$ cat src/rtl/if_pkg.sv
// Shared types and constants for the instruction-fetch stage.
package if_pkg;
   localparam int ADDR_W  = 32;
   localparam int INSTR_W = 32;
   localparam logic [ADDR_W-1:0] PC_STEP = 32'd4;

   typedef enum logic {
      FETCH = 1'b0,
      DRAIN = 1'b1
   } fetch_state_t;

   typedef struct packed {
      logic [INSTR_W-1:0] instr;
      logic [ADDR_W-1:0]  pc;
   } fifo_entry_t;
endpackage

$ cat src/rtl/if_prefetch_fifo.sv
// Prefetch FIFO of {instr, pc} entries with push/pop/flush and registered head storage.
module if_prefetch_fifo
   import if_pkg::*;
#(
   parameter  int DEPTH = 4,
   localparam int PTR_W = $clog2(DEPTH),
   localparam int CNT_W = $clog2(DEPTH + 1)
) (
   input  logic             clk,
   input  logic             reset_n,
   input  logic             push,
   input  fifo_entry_t      push_data,
   input  logic             pop,
   input  logic             flush,
   output fifo_entry_t      head,
   output logic [CNT_W-1:0] count,
   output logic             full,
   output logic             empty
);
   fifo_entry_t      mem [DEPTH];
   logic [PTR_W-1:0] wr_ptr_reg;
   logic [PTR_W-1:0] rd_ptr_reg;
   logic [CNT_W-1:0] count_reg;
   logic             do_push;
   logic             do_pop;

   assign empty   = (count_reg == '0);
   assign full    = (count_reg == CNT_W'(DEPTH));
   assign do_pop  = pop & ~empty;
   // A push into a full FIFO is legal when the head leaves in the same cycle.
   assign do_push = push & (~full | do_pop);

   always_ff @(posedge clk or negedge reset_n) begin
      if (!reset_n) begin
         wr_ptr_reg <= '0;
         rd_ptr_reg <= '0;
         count_reg  <= '0;
         for (int i = 0; i < DEPTH; i++) begin
            mem[i] <= '0;
         end
      end else if (flush) begin
         wr_ptr_reg <= '0;
         rd_ptr_reg <= '0;
         count_reg  <= '0;
      end else begin
         if (do_push) begin
            mem[wr_ptr_reg] <= push_data;
            wr_ptr_reg      <= wr_ptr_reg + 1'b1;
         end
         if (do_pop) begin
            rd_ptr_reg <= rd_ptr_reg + 1'b1;
         end
         case ({do_push, do_pop})
            2'b10:   count_reg <= count_reg + 1'b1;
            2'b01:   count_reg <= count_reg - 1'b1;
            default: count_reg <= count_reg;
         endcase
      end
   end

   assign head  = mem[rd_ptr_reg];
   assign count = count_reg;
endmodule

$ cat src/rtl/if_fetch_stage.sv
// Instruction-fetch stage: fetch PC, in-order imem requests, prefetch FIFO, redirect draining.
// Optional macro IF_PERF_CNT_EN adds the perf_fetched / perf_dropped event counters.
module if_fetch_stage
   import if_pkg::*;
#(
   parameter logic [ADDR_W-1:0] RESET_PC        = 32'h0000_0000,
   parameter int                FIFO_DEPTH      = 4,
   parameter int                MAX_OUTSTANDING = 2
) (
   input  logic               clk,
   input  logic               reset_n,
   output logic               imem_req,
   output logic [ADDR_W-1:0]  imem_addr,
   input  logic               imem_gnt,
   input  logic               imem_rvalid,
   input  logic [INSTR_W-1:0] imem_rdata,
   input  logic               redirect_valid,
   input  logic [ADDR_W-1:0]  redirect_pc,
   output logic               id_valid,
   input  logic               id_ready,
   output logic [INSTR_W-1:0] id_instr,
   output logic [ADDR_W-1:0]  id_pc,
   output logic [ADDR_W-1:0]  id_pc4
`ifdef IF_PERF_CNT_EN
   ,
   output logic [31:0]        perf_fetched,
   output logic [31:0]        perf_dropped
`endif
);
   localparam int CNT_W = $clog2(FIFO_DEPTH + 1);
   localparam int PTR_W = $clog2(FIFO_DEPTH);
   localparam logic [CNT_W:0] DEPTH_C = (CNT_W+1)'(FIFO_DEPTH);
   localparam logic [CNT_W:0] MAX_C   = (CNT_W+1)'(MAX_OUTSTANDING);

   fetch_state_t      state_reg;
   logic [ADDR_W-1:0] fetch_pc_reg;
   logic [CNT_W-1:0]  outstanding_reg;
   logic [CNT_W-1:0]  outstanding_next;
   logic [CNT_W-1:0]  drop_cnt_reg;
   logic [CNT_W-1:0]  drop_cnt_next;
   logic              active_reg;
   logic [ADDR_W-1:0] tag_mem [FIFO_DEPTH];
   logic [PTR_W-1:0]  tag_wr_ptr_reg;
   logic [PTR_W-1:0]  tag_rd_ptr_reg;
   logic              handshake;
   logic              pop;
   logic              rsp_keep;
   logic              rsp_drop;
   logic [ADDR_W-1:0] redirect_target;
   logic [CNT_W:0]    credit_used;
   logic [CNT_W-1:0]  fifo_count;
   logic              fifo_full;
   logic              fifo_empty;
   fifo_entry_t       fifo_push_data;
   fifo_entry_t       fifo_head;

   assign redirect_target = redirect_pc & {{(ADDR_W-2){1'b1}}, 2'b00};
   assign credit_used     = {1'b0, outstanding_reg} + {1'b0, fifo_count};

   // Every granted request owns a FIFO slot, so responses can never overflow it.
   assign imem_req  = active_reg & ~redirect_valid & ~fifo_full &
                      ({1'b0, outstanding_reg} < MAX_C) & (credit_used < DEPTH_C);
   assign imem_addr = fetch_pc_reg;
   assign handshake = imem_req & imem_gnt;
   assign pop       = id_valid & id_ready;
   assign rsp_keep  = imem_rvalid & (state_reg == FETCH) & ~redirect_valid;
   assign rsp_drop  = imem_rvalid & ~rsp_keep;

   always_comb begin
      outstanding_next = outstanding_reg;
      if (handshake & ~imem_rvalid) begin
         outstanding_next = outstanding_reg + 1'b1;
      end else if (~handshake & imem_rvalid) begin
         outstanding_next = outstanding_reg - 1'b1;
      end
   end

   // Outstanding already counts responses still pending a drop, so a redirect makes
   // every in-flight word stale: repeated redirects accumulate without double counting.
   always_comb begin
      drop_cnt_next = drop_cnt_reg;
      if (redirect_valid) begin
         drop_cnt_next = outstanding_reg - CNT_W'(imem_rvalid);
      end else if (rsp_drop) begin
         drop_cnt_next = drop_cnt_reg - 1'b1;
      end
   end

   always_ff @(posedge clk or negedge reset_n) begin
      if (!reset_n) begin
         state_reg       <= FETCH;
         fetch_pc_reg    <= RESET_PC;
         outstanding_reg <= '0;
         drop_cnt_reg    <= '0;
         active_reg      <= 1'b0;
         tag_wr_ptr_reg  <= '0;
         tag_rd_ptr_reg  <= '0;
      end else begin
         active_reg      <= 1'b1;
         outstanding_reg <= outstanding_next;
         drop_cnt_reg    <= drop_cnt_next;
         if (redirect_valid) begin
            fetch_pc_reg <= redirect_target;
         end else if (handshake) begin
            fetch_pc_reg <= fetch_pc_reg + PC_STEP;
         end
         if (handshake) begin
            tag_wr_ptr_reg <= tag_wr_ptr_reg + 1'b1;
         end
         if (imem_rvalid) begin
            tag_rd_ptr_reg <= tag_rd_ptr_reg + 1'b1;
         end
         case (state_reg)
            FETCH:   if (redirect_valid && drop_cnt_next != '0) state_reg <= DRAIN;
            DRAIN:   if (drop_cnt_next == '0) state_reg <= FETCH;
            default: state_reg <= FETCH;
         endcase
      end
   end

   always_ff @(posedge clk) begin
      if (handshake) begin
         tag_mem[tag_wr_ptr_reg] <= fetch_pc_reg;
      end
   end

   assign fifo_push_data.instr = imem_rdata;
   assign fifo_push_data.pc    = tag_mem[tag_rd_ptr_reg];

   if_prefetch_fifo #(
      .DEPTH (FIFO_DEPTH)
   ) u_prefetch_fifo (
      .clk       (clk),
      .reset_n   (reset_n),
      .push      (rsp_keep),
      .push_data (fifo_push_data),
      .pop       (pop),
      .flush     (redirect_valid),
      .head      (fifo_head),
      .count     (fifo_count),
      .full      (fifo_full),
      .empty     (fifo_empty)
   );

   assign id_valid = ~fifo_empty;
   assign id_instr = fifo_head.instr;
   assign id_pc    = fifo_head.pc;
   assign id_pc4   = fifo_head.pc + PC_STEP;

`ifdef IF_PERF_CNT_EN
   logic [31:0] perf_fetched_reg;
   logic [31:0] perf_dropped_reg;

   always_ff @(posedge clk or negedge reset_n) begin
      if (!reset_n) begin
         perf_fetched_reg <= '0;
         perf_dropped_reg <= '0;
      end else begin
         if (rsp_keep) perf_fetched_reg <= perf_fetched_reg + 1'b1;
         if (rsp_drop) perf_dropped_reg <= perf_dropped_reg + 1'b1;
      end
   end

   assign perf_fetched = perf_fetched_reg;
   assign perf_dropped = perf_dropped_reg;
`endif
endmodule
$ cat config.mk
export PLATFORM = sky130hd
export DESIGN_NAME = if_fetch_stage
export DESIGN_NICKNAME = d
export VERILOG_FILES = /design/src/rtl/if_pkg.sv /design/src/rtl/if_prefetch_fifo.sv /design/src/rtl/if_fetch_stage.sv
export SDC_FILE = /design/constraint.sdc
export NUM_CORES = 1
export LEC_CHECK = 0
export BUFFER_PORTS_ARGS = -buffer_cell sky130_fd_sc_hd__clkbuf_2
export CAP_MARGIN = 20
export CORE_MARGIN = 2
export CORE_UTILIZATION = 41
export DETAILED_ROUTE_END_ITERATION = 16
export PLACE_DENSITY = 0.66
export SYNTH_ARGS = -nofsm -noshare
export SYNTH_HDL_FRONTEND = slang
export SYNTH_SLANG_ARGS = --single-unit
$ cat constraint.sdc
create_clock -name clk -period 3.35 [get_ports clk]
set_input_delay 0.1675 -clock clk [delete_from_list [all_inputs] [get_ports clk]]
set_output_delay 0.1675 -clock clk [all_outputs]
set_load 0.02 [all_outputs]
# After elaboration in Yosys (flattened, before gate mapping)
# Memory sizes are Yosys's and may differ from the RTL's.
# Cells that the tools add are included.
[classes]
n_addsub = 13
n_eq_ne = 3
muxes = 23
magnitude_cmp = 5
reduce_logical = 11
n_bitwise = 23
[op_table]
columns = ["cell", "n"]
rows = [
  ["$bwmux W256", 1],
  ["$mux W64", 3],
  ["$bmux W64 S2", 1],
  ["$demux W64 S2", 1],
  ["$add A32 B3 Y32 const B", 2],
  ["$mux W32", 2],
  ["$mux W3", 5],
  ["$and A1 B1 Y1", 13],
  ["$sub A3 B1 Y3 const B", 3],
  ["$add A2 B1 Y2 const B", 4],
  ["$mux W2", 4],
  ["$reduce_bool A2 Y1", 4],
  ["$not A1 Y1", 7],
  ["$add A3 B1 Y3 const B", 2],
  ["$ge A3 B3 Y1 const B", 2],
  ["$logic_not A3 Y1", 2],
  ["$not A2 Y3", 2],
  ["$pmux W3 S2", 1],
  ["$reduce_bool A3 Y1", 2],
  ["$add A3 B3 Y4", 1],
  ["$lt A4 B3 Y1 const B", 1],
  ["$mux W1", 4],
  ["$eq A3 B3 Y1 const B", 1],
  ["$lt A3 B1 Y1 const B", 1],
  ["8 further kinds", 9],
]
[totals]
input_bits = 70
ram_bits = 128
register_bits = 307
memories = 1
elab_cells = 97
out_inout_bits = 130
[memory_table]
columns = ["name", "depth", "word_bits", "read_ports", "rd_ports_with_merged_regs", "wr", "line_no", "rtl"]
rows = [
  ["tag_mem", 4, 32, 1, 0, 1, "if_fetch_stage.sv:42", "logic [ADDR_W-1:0] tag_mem [FIFO_DEPTH];"],
]

# Logic depth before layout (Yosys ltp)
[depth]
depth_word = 11
mapped_depth = 13
mapped_depth_nobuf = 11

# Cells and area by module
# A second synthesis with hierarchy kept.
[hier_totals]
hier_cells = 1200
area_unflattened_um2 = 20012.9
[by_module_without_submodules]
columns = ["module", "n_inst", "seq_area_each_um2", "cells_per_inst", "area_each_um2"]
rows = [
  ["if_prefetch_fifo", 1, 6581.3, 685, 12604.6],
  ["if_fetch_stage", 1, 4654.5, 515, 7408.4],
]

# Worst setup path before layout
# OpenSTA, ideal clock, no wires.
[synth_timing]
path_type = "flip-flop to flip-flop"
startpoint = "register outstanding_reg[2]"
endpoint = "register outstanding_reg[2]"
period_less_slack_ps = 2856
path_slack_ps = 494
setup_time_ps = 79
required_ps = 3271
stages_incl_launch_ff = 14
arrival_time_ps = 2777
n_path_buf = 2
path_cell_list = "dfrtp_1 > ha_1 > nor4_1 > and4_1 > nand2_1 > inv_1 > buf_2 > buf_1 > ha_1 > inv_1 > fa_1 > xor2_1 > nor2_1 > xor2_1"
[synth_via]
elab_chain_len = 7
elab_cells_between_ends = 14
cone_classes = "3 x add/sub; 2 x order compare; 2 x mux; 6 x bitwise; 1 x reduce/logical"
[synth_rtl]
columns = ["item", "line_no", "rtl"]
rows = [
  ["from (decl)", "if_fetch_stage.sv:37", "logic [CNT_W-1:0] outstanding_reg;"],
  ["from (signal assigned)", "if_fetch_stage.sv:100", "outstanding_reg <= outstanding_next;"],
  ["$add A3 B3 Y4 or $lt A3 B2 Y1 (tied branches)", "if_fetch_stage.sv:58, if_fetch_stage.sv:62", ""],
  ["$lt A4 B3 Y1 or $and A1 B1 Y1 (tied branches)", "if_fetch_stage.sv:62, if_fetch_stage.sv:61", ""],
  ["$and A1 B1 Y1 (*)", "if_fetch_stage.sv:62", "({1'b0, outstanding_reg} < MAX_C) & (credit_used < DEPTH_C);"],
  ["$and A1 B1 Y1 (*)", "if_fetch_stage.sv:64", "assign handshake = imem_req & imem_gnt;"],
  ["via handshake", "if_fetch_stage.sv:45", "logic handshake;"],
  ["$not A1 Y1", "if_fetch_stage.sv:73", "end else if (~handshake & imem_rvalid) begin"],
  ["$and A1 B1 Y1", "if_fetch_stage.sv:73", ""],
  ["$reduce_bool A2 Y1 (no line)", "-", ""],
]
# Mark *: on every way through the listed nets, which the timed path passes. The rest lies on a longest branch. The select of a mux whose other input is x is not followed.
# A chain may end at the register's enable or synchronous reset.

# Worst setup path in the final report
[layout_timing]
startpoint = "register u_prefetch_fifo.rd_ptr_reg[0]"
endpoint = "output port id_pc4[24]"
[layout_via]
elab_chain_len = 5
[layout_rtl]
columns = ["item", "line_no", "rtl"]
rows = [
  ["from (decl)", "if_prefetch_fifo.sv:22", "logic [PTR_W-1:0] rd_ptr_reg;"],
  ["from (signal assigned)", "if_prefetch_fifo.sv:51", "rd_ptr_reg <= rd_ptr_reg + 1'b1;"],
  ["$not A2 Y3 (implied by the code)", "if_prefetch_fifo.sv:61", "assign head = mem[rd_ptr_reg];"],
  ["$bmux W64 S2", "if_prefetch_fifo.sv:61", ""],
  ["$mux W64 (implied by the code) (2 in series)", "if_prefetch_fifo.sv:61", ""],
  ["$add A32 B3 Y32", "if_fetch_stage.sv:148", "assign id_pc4 = fifo_head.pc + PC_STEP;"],
  ["to (decl)", "if_fetch_stage.sv:23", "output logic [ADDR_W-1:0] id_pc4"],
]
# No other way between the ends. The select of a mux whose other input is x is not followed.

==> results.tsv <==
stage	metric	value	unit
status	status	complete, no violations	
place	GP Congestion	0.773	
synth	Syn Area/Cell	15.9	µm²
synth	Distinct cells, synth	54	
global_routing	largest net degree at the start of global routing	106	
routing	final wirelength	41900	µm
setup_path	slowest library cell on the worst path	dfrtp_4	
setup_path	WP buf/inv	3	
global_routing	number of global-route vias before repair	11524	
routing	routed length per instance	20.1	µm
synth	Synth Cell Area	18700	µm²
synth	Synth async-reset ratio	0.712	
timing	fmax	0.322	GHz
setup_path	Worst EP required	3.18	ns
synth	most instantiated cells after synthesis	297 x dfrtp_1, 251 x mux2_2, 120 x edfxtp_1, 91 x mux4_2, 46 x nand2_1	
timing	Slew @ Worst Pin	1.05	ns
timing	Worst slew margin	0.297	
clocking	Worst-path clk slew	0.06	ns
timing	RSZ-0062 raised after global routing	false	
synth	register bit total from synthesis	417	
floorplanning	Die H	217	µm
cells_and_area	number of diodes	0	
synth	EDFF count, synth	120	
floorplanning	Die Wd	217	µm
timing	post-route clock skew	0.0204	ns
timing	Tmin final	3.11	ns
timing	worst setup margin	0.244	ns
routing	vias	11039	
cells_and_area	layout overhead on the synthesized area	20.1	%
setup_path	kind of cell adding the most delay to the critical path	simple AND/OR/NAND/NOR gates	
setup_path	crit path launch type	flop	
hold_path	worst hold-check path type	input pin to flop	
synth	Mapped Cells	1174	
flow_run	max_cap viols	0	
synth	synth warn	0	
cells_and_area	Total Nets Final	1534	
cells_and_area	Multi-input gate area	7060	µm²
synth	top-area cell type share of the netlist area	0.398	
synth	area leader, netlist	dfrtp_1	
cells_and_area	FILL cells	3809	
place	dpl cells	1926	
timing	# setup viols final	0	
floorplanning	core area	45200	µm²
timing	count of pins over their slew limit	0	
clocking	number of H-tree levels	2	
synth	sequential share of the synthesized area	0.591	
timing	Final Hold Viols	0	
synth	Synth area leaders	dfrtp_1 40%, edfxtp_1 19%, mux2_2 15%, mux4_2 11%, buf_6 1.6%	
floorplanning	row cnt	78	
synth	most numerous cell in the Yosys netlist	dfrtp_1	
setup_path	Critical Path Fanout Max	13	
floorplanning	initial core utilization	0.413	
synth	prevailing post-synth register cell	dfrtp_1	
global_routing	GRT Total Usage	0.181	
clocking	TritonCTS clock tree	done	
routing	drt pass-1 iters	5	
cells_and_area	layout cells sized above 1	0.434	
floorplanning	I/O pin count	200	
clocking	TritonCTS buffer count	44	
clocking	CTS root buffer	clkbuf_16	
setup_path	Worst Setup End Kind	output pin	
routing	Vias/cell	5.30	
setup_path	CP cell instances	buf_12, mux4_2, nand4_1, nor3_4, buf_12, nand4_1, xnor2_1, clkbuf_2	
place	DP HPWL	26300	µm
cells_and_area	Top reg by flops	u_prefetch_fifo.mem	
routing	Remaining DRCs	0	
floorplanning	Die ar.	47300	µm²
cells_and_area	max reg flops	248	
clocking	clk sinks	417	
place	IO Port Bufs	191	
power	LEAKAGE	9.75	nW
timing	TNS Setup	0	ns
cells_and_area	storage element area	11000	µm²
power	Worst VDD drop	0.337	mV
timing	Hold WS	0.112	ns
place	DP Worst Slack	0.375	ns
global_routing	initial antenna violation count	0	
setup_path	kind of critical path	flop to output pin	
setup_path	max incr delay on CP	0.61	ns
setup_path	critical path arrival	2.94	ns
clocking	Max clock buf depth	3	
global_routing	GRT overflow	0	
global_routing	global-route wire length before repair	66300	µm
routing	Detailed Route Iter0 Violations	628	
clocking	clock latency on the worst-skew pair	0.57	ns
routing	Final ANT Viol Nets	0	
timing	Final Cycle Share	0.927	
cells_and_area	Layout Cells excl Fill	2081	
power	total power per unit cell area	750	nW/µm²
[power breakdown]
part	internal, mW	leakage, nW	total (mW)	switching (mW)
Clock	2.77	0.686	4.72	1.95
Combinational	2.42	4.09	5.18	2.76
Sequential	6.21	4.97	6.90	0.690
Total	11.4	9.75	16.8	5.41
[final cells by class]
| class | instances | area share |
|---|---|---|
| Multi-Input combinational cell | 664 | 0.315 |
| Inverter | 27 | 0.00452 |
| Tap cell | 600 | 0.0335 |
| Clock buffer | 70 | 0.0586 |
| Sequential cell | 417 | 0.493 |
| Timing Repair Buffer | 292 | 0.0915 |
| Clock inverter | 11 | 0.00424 |
[path summary, 6_finish.rpt]
check                                                          start                                   end  slack [ns]  depth (start not counted)
max in group asynchronous                                    reset_n  u_prefetch_fifo.mem[167]$_DFFE_PN0P_        2.25                          3
min in group asynchronous                                    reset_n              imem_addr[3]$_DFFE_PN0P_        0.26                          2
setup / recovery           u_prefetch_fifo.rd_ptr_reg[0]$_DFFE_PN0P_                            id_pc4[24]        0.24                          8
setup reg to reg                u_prefetch_fifo.count[2]$_DFFE_PN0P_             imem_addr[11]$_DFFE_PN0P_        0.63                          6
hold / removal                                              id_ready  u_prefetch_fifo.count[2]$_DFFE_PN0P_        0.11                          4
hold reg to reg                  u_prefetch_fifo.mem[98]$_DFFE_PN0P_   u_prefetch_fifo.mem[98]$_DFFE_PN0P_        0.50                          1
[worst reg2reg max path: stages, from the launching register on]
cell	delay (ns)
dfrtp_1	0.57
or3b_1	0.38
and4_1	0.24
a21oi_1	0.83
buf_4	0.33
o21bai_1	0.14
a221o_1	0.15
[metal layers]
layer / vias up / share of wire / GRT usage
met1: 5764 / 0.45 / 0.253
met3: 56 / 0.043 / 0.0307
met4: 0 / 0.019 / 0.0477
li1: 4982 / - / -
met5: - / 0 / 0
met2: 237 / 0.48 / 0.294
[per-stage QoR]
step	power, mW	util	cell area, µm²
3_3_place_gp	11.9	0.447	20200
5_1_grt	17.7	0.496	22400
6_report	16.8	0.496	22400
2_1_floorplan	10.4	-	18700
4_1_cts	17.0	0.494	22300
3_5_place_dp	12.1	0.447	20200
[placed cells by master, fill, tap and decap left out, types with 24 or more instances in the layout]
master / n
clkbuf_16: 47
clkbuf_2: 190
dfrtp_1: 294
dlygate4sd3_1: 66
edfxtp_1: 120
inv_1: 27
mux2_2: 251
mux4_2: 91
nand2_1: 46
nand3_1: 36
nor2_1: 24
xnor2_1: 27
[kinds of logic (layout without fill, tap and decap cells)]
group	Yosys count	in the layout	synth area share
AOI/OAI and AO/OA	73	73	0.0292
DFF	417	417	0.591
adders and majority gates	18	18	0.0129
muxes	348	348	0.264
and+or+nand+nor	174	174	0.0486
xor gates and xnor gates	44	44	0.0206
buffers and inverters	98	400	0.0328
other	2	7	0.000402
[what timing repair did]
item,4_1_cts,5_1_grt
gates cloned,1,0
pin swaps,1,2
endpoints found under the setup margin,15,15
buffers inserted,1,6
endpoints found under the hold margin,263,0
gates resized for setup,4,1
hold buffers,66,0
Power figures use the tool's default switching activity.
